`src/rtl/systolic_feed_ctrl.sv`:
```
// systolic_feed_ctrl: preload, skewed-stream and drain sequencer for one lane FIFO bank feeding a DIM x DIM systolic array
module systolic_feed_ctrl #(
  parameter int DIM   = 8,
  parameter int CNT_W = $clog2(2*DIM)
) (
  input  logic             clk,
  input  logic             rst_n,
  input  logic             ld_valid,
  output logic             ld_ready,
  input  logic             stall,
  input  logic             abort,
  output logic             fifo_wr,
  output logic             fifo_en,
  output logic             array_en,
  output logic             busy,
  output logic             done,
  output logic [CNT_W-1:0] phase_cnt,
  output logic [15:0]      tile_cnt
);
  typedef enum logic [1:0] {IDLE, STREAM, DRAIN} state_t;
  localparam logic [CNT_W-1:0] S_LAST = CNT_W'(2*DIM-2);
  localparam logic [CNT_W-1:0] D_LAST = CNT_W'(DIM-1);
  state_t           state, state_d;
  logic [CNT_W-1:0] cnt, cnt_d;
  logic [15:0]      tile_q;
  logic             done_q, done_d, tile_inc, go;
  always_ff @(posedge clk) begin
    if (!rst_n) begin
      state  <= IDLE;
      cnt    <= '0;
      done_q <= 1'b0;
      tile_q <= '0;
    end else begin
      state  <= state_d;
      cnt    <= cnt_d;
      done_q <= done_d;
      if (tile_inc) tile_q <= tile_q + 16'd1;
    end
  end
  always_comb begin
    state_d  = state;
    cnt_d    = cnt;
    done_d   = 1'b0;
    tile_inc = 1'b0;
    if (abort) begin
      state_d = IDLE;
      cnt_d   = '0;
    end else if (state == IDLE) begin
      if (ld_valid) begin
        state_d = STREAM;
        cnt_d   = '0;
      end
    end else if (!stall) begin
      if (state == STREAM && cnt == S_LAST) begin
        state_d = DRAIN;
        cnt_d   = '0;
      end else if (state == DRAIN && cnt == D_LAST) begin
        state_d  = IDLE;
        cnt_d    = '0;
        done_d   = 1'b1;
        tile_inc = 1'b1;
      end else cnt_d = cnt + CNT_W'(1);
    end
  end
  // combinational outputs are gated by rst_n so they read 0 before the reset edge lands
  assign go        = rst_n & ~abort;
  assign ld_ready  = go & (state == IDLE);
  assign fifo_wr   = ld_ready & ld_valid;
  assign fifo_en   = go & ~stall & (state == STREAM);
  assign array_en  = go & ~stall & (state != IDLE);
  assign busy      = rst_n & (state != IDLE);
  assign done      = rst_n & done_q;
  assign phase_cnt = rst_n ? cnt : '0;
  assign tile_cnt  = rst_n ? tile_q : '0;
endmodule

```
`config.mk`:
```
export PLATFORM = sky130hd
export DESIGN_NAME = systolic_feed_ctrl
export DESIGN_NICKNAME = d
export VERILOG_FILES = /design/src/rtl/systolic_feed_ctrl.sv
export SDC_FILE = /design/constraint.sdc
export NUM_CORES = 1
export LEC_CHECK = 0
export CAP_MARGIN = 30
export CORE_AREA = 10 10 64 66
export DETAILED_ROUTE_END_ITERATION = 10
export DIE_AREA = 0 0 74 76
export PLACE_DENSITY = 0.87
export SLEW_MARGIN = 10
export SYNTH_ARGS = -nofsm -noshare
export SYNTH_HDL_FRONTEND = slang
export SYNTH_SLANG_ARGS = --single-unit
```
`constraint.sdc`:
```
create_clock -name clk -period 3.1 [get_ports clk]
set_clock_uncertainty 0.2 [all_clocks]
set_input_delay 0.31 -clock clk [delete_from_list [all_inputs] [get_ports clk]]
set_output_delay 0.31 -clock clk [all_outputs]
set_load 0.05 [all_outputs]
```
==> impl_results.md <==
- Layout cell share with drive strength beyond 1: 0.120
- P_sw: 117 uW
- Combinational share of power: 0.101
- CTS Buf Count: 3
- Deepest level of the CTS H-tree: 1
- Worst Path Max Fanout: 21
- Total core area: 2930 um2
- Register area: 460 um2
- RSZ-0062 raised after global routing: false
- GRT overflow: 0
- Final WL: 3090 um
- Multi-input logic area: 823 um2
- Initial antenna violation count: 0
- Top cells by area, synth: dfxtp_1 34%, and2_1 8.8%, nor2_1 5.0%
- Static leakage: 0.000621 uW
- Worst vdd ir: 0.179 mV
- Primary FF master, synth: dfxtp_1
- Critical path class: in -> out
- First-pass GRT wire length: 5380 um
- Syn Area/Cell: 8.36 um2
- Row count: 20
- Post-CTS Hold Fix Bufs: 0
- Clock transition at path regs: 0.12 ns
- Skew-Pair Late Insertion Delay: 0.30 ns
- Drt drc: 0
- Switching share of total power: 0.243
- Synth warn: 0
- Pwr/cell area: 274 nW/um2
- Final #Nets: 200
- Post-DP HPWL: 2360 um
- Vias in the first global route: 1,208
- Async SR Flop Fraction: 0
- Commonest cells after routing, fill and taps aside: 23 x dfxtp_1, 23 x clkdlybuf4s50_1, 19 x and2_1
- Die Area: 5620 um2
- Initial DRC Count: 93
- Post-synth EDFFs: 0
- CTS tree: yes
- Rel. slew slack: 0.568
- Ports: 31
- Area grow syn2layout: 30.9%
- IO Port Bufs: 30
- Worst EP required: 2.59 ns
- Minimum clock period: 2.47 ns
- Fmax: 404 MHz
- Tot Pwr: 484 uW
- Status: completed
- Total Routing Usage GR: 0.110
- Part of the cycle the worst path needs: 0.798
- Maximum buffer depth of the clock tree: 2
- Critical Path AT: 1.96 ns
- Post-route ant nets: 0
- Setup TNS Final: 0 ns
- Clk sink count: 23
- Final setup violation count: 0
- Setup crit start kind: input pin
- Die width: 74 um
- Power share of the clock group: 0.282
- Die height: 76 um
- Sequential power share: 0.617
- N_diodes: 0
- Synth unique cells: 39
- Fin Hold WS: 0.306 ns
- Post-CTS resize count: 0
- Initial Utilization: 0.460
- Final Hold Fails: 0
- Yosys reg bits: 23
- Total vias in the final route: 1,245
- Worst-Margin Slew: 0.643 ns
- CP endpoint kind: output pin
- Syn Inst Count: 161
- Placed inst area: 1740 um2
- 1st-pass router iterations: 5
- Postcts setup bufs: 0
- CTS Root Cell: clkbuf_4
- Cell taking the most area after synthesis: dfxtp_1
- Final Cell Area: 1760 um2
- DR vias/cell: 5.56
- Routed WL per cell: 13.8 um
- GPL Wtd Cong: 0.915
- Net Count, Synth: 169
- Pin count of the biggest net entering global routing: 22
- Power Internal: 366 uW
- Final Util: 0.602
- Yosys top cell area share: 0.342
- Fill count: 254
- Max Slew Vio Count: 0
- Post-synthesis sequential area ratio: 0.342
- Hold Crit Class: reg -> reg
- Mapped cell area: 1350 um2
- # Max-Cap Violations: 0
==> cells in the mapped netlist, drive strengths merged (3+ instances only) <==
master	n
nor2	18
or4	3
nor3	8
nand2	6
nor4	5
o31ai	5
dfxtp	23
nand4	5
a21oi	11
nand3b	4
mux2	4
nand3	12
xnor2	4
and2	20
ha	3
o21ai	4
clkbuf	6
==> through the flow <==
step           worst slack, ns  std cells
2_1_floorplan            0.311        161
3_3_place_gp             0.589        220
3_5_place_dp             0.545        220
4_1_cts                  0.614        224
5_1_grt                  0.553        224
6_report                 0.626        224
==> metal layers <==
layer / vias to the layer above / wire length, um / global-route usage
li1: 638 / - / -
met1: 569 / 1380 / 0.135
met2: 36 / 1470 / 0.178
met3: 2 / 237 / 0.0378
met4: 0 / 6 / 0.0243
met5: - / 0 / 0
==> final timing paths <==
path	endpoint	start	slack, ns	depth (start not counted)
max	tile_cnt[11]	rst_n	0.63	4
min	cnt[0]	cnt[0]	0.31	2
max reg2reg	tile_q[11]	cnt[1]	0.75	5
min reg2reg	cnt[0]	cnt[0]	0.31	2
==> final cells by class <==
type	count	area share
Clock buffer	4	0.0149
Inverter	3	0.00639
Multi-Input combinational cell	127	0.467
Sequential cell	23	0.261
Tap cell	33	0.0234
Timing Repair Buffer	34	0.227
==> sequential cells by signal, indices dropped and copies added, names as in the netlist <==
signal / flops
state: 2
cnt: 4
tile_q: 16
done_q: 1
==> cells by family (layout without fill, tap and decap cells) <==
logic type,count (synthesis),after routing,share of synthesized area
simple gates,93,93,0.421
mux,4,4,0.0335
fa+ha+maj,3,3,0.0279
flops,23,23,0.342
xor+xnor,6,6,0.0390
compound gates,21,21,0.0902
buf+inv,11,41,0.0465
==> critical path, stage by stage <==
cell,delay (ns)
clkdlybuf4s50_1,0.45
buf_4,0.21
and2_2,0.19
clkdlybuf4s50_1,0.80
==> power groups by stage <==
stage	registers, uW	logic (uW)	clock network [uW]
final	298	48.7	137
after global placement	305	48.3	0
after floorplan	303	28.1	0
after CTS	298	48.9	140
after detailed placement	305	48.9	0
after global routing	299	53.2	152
(Power assumes the default switching activity.)
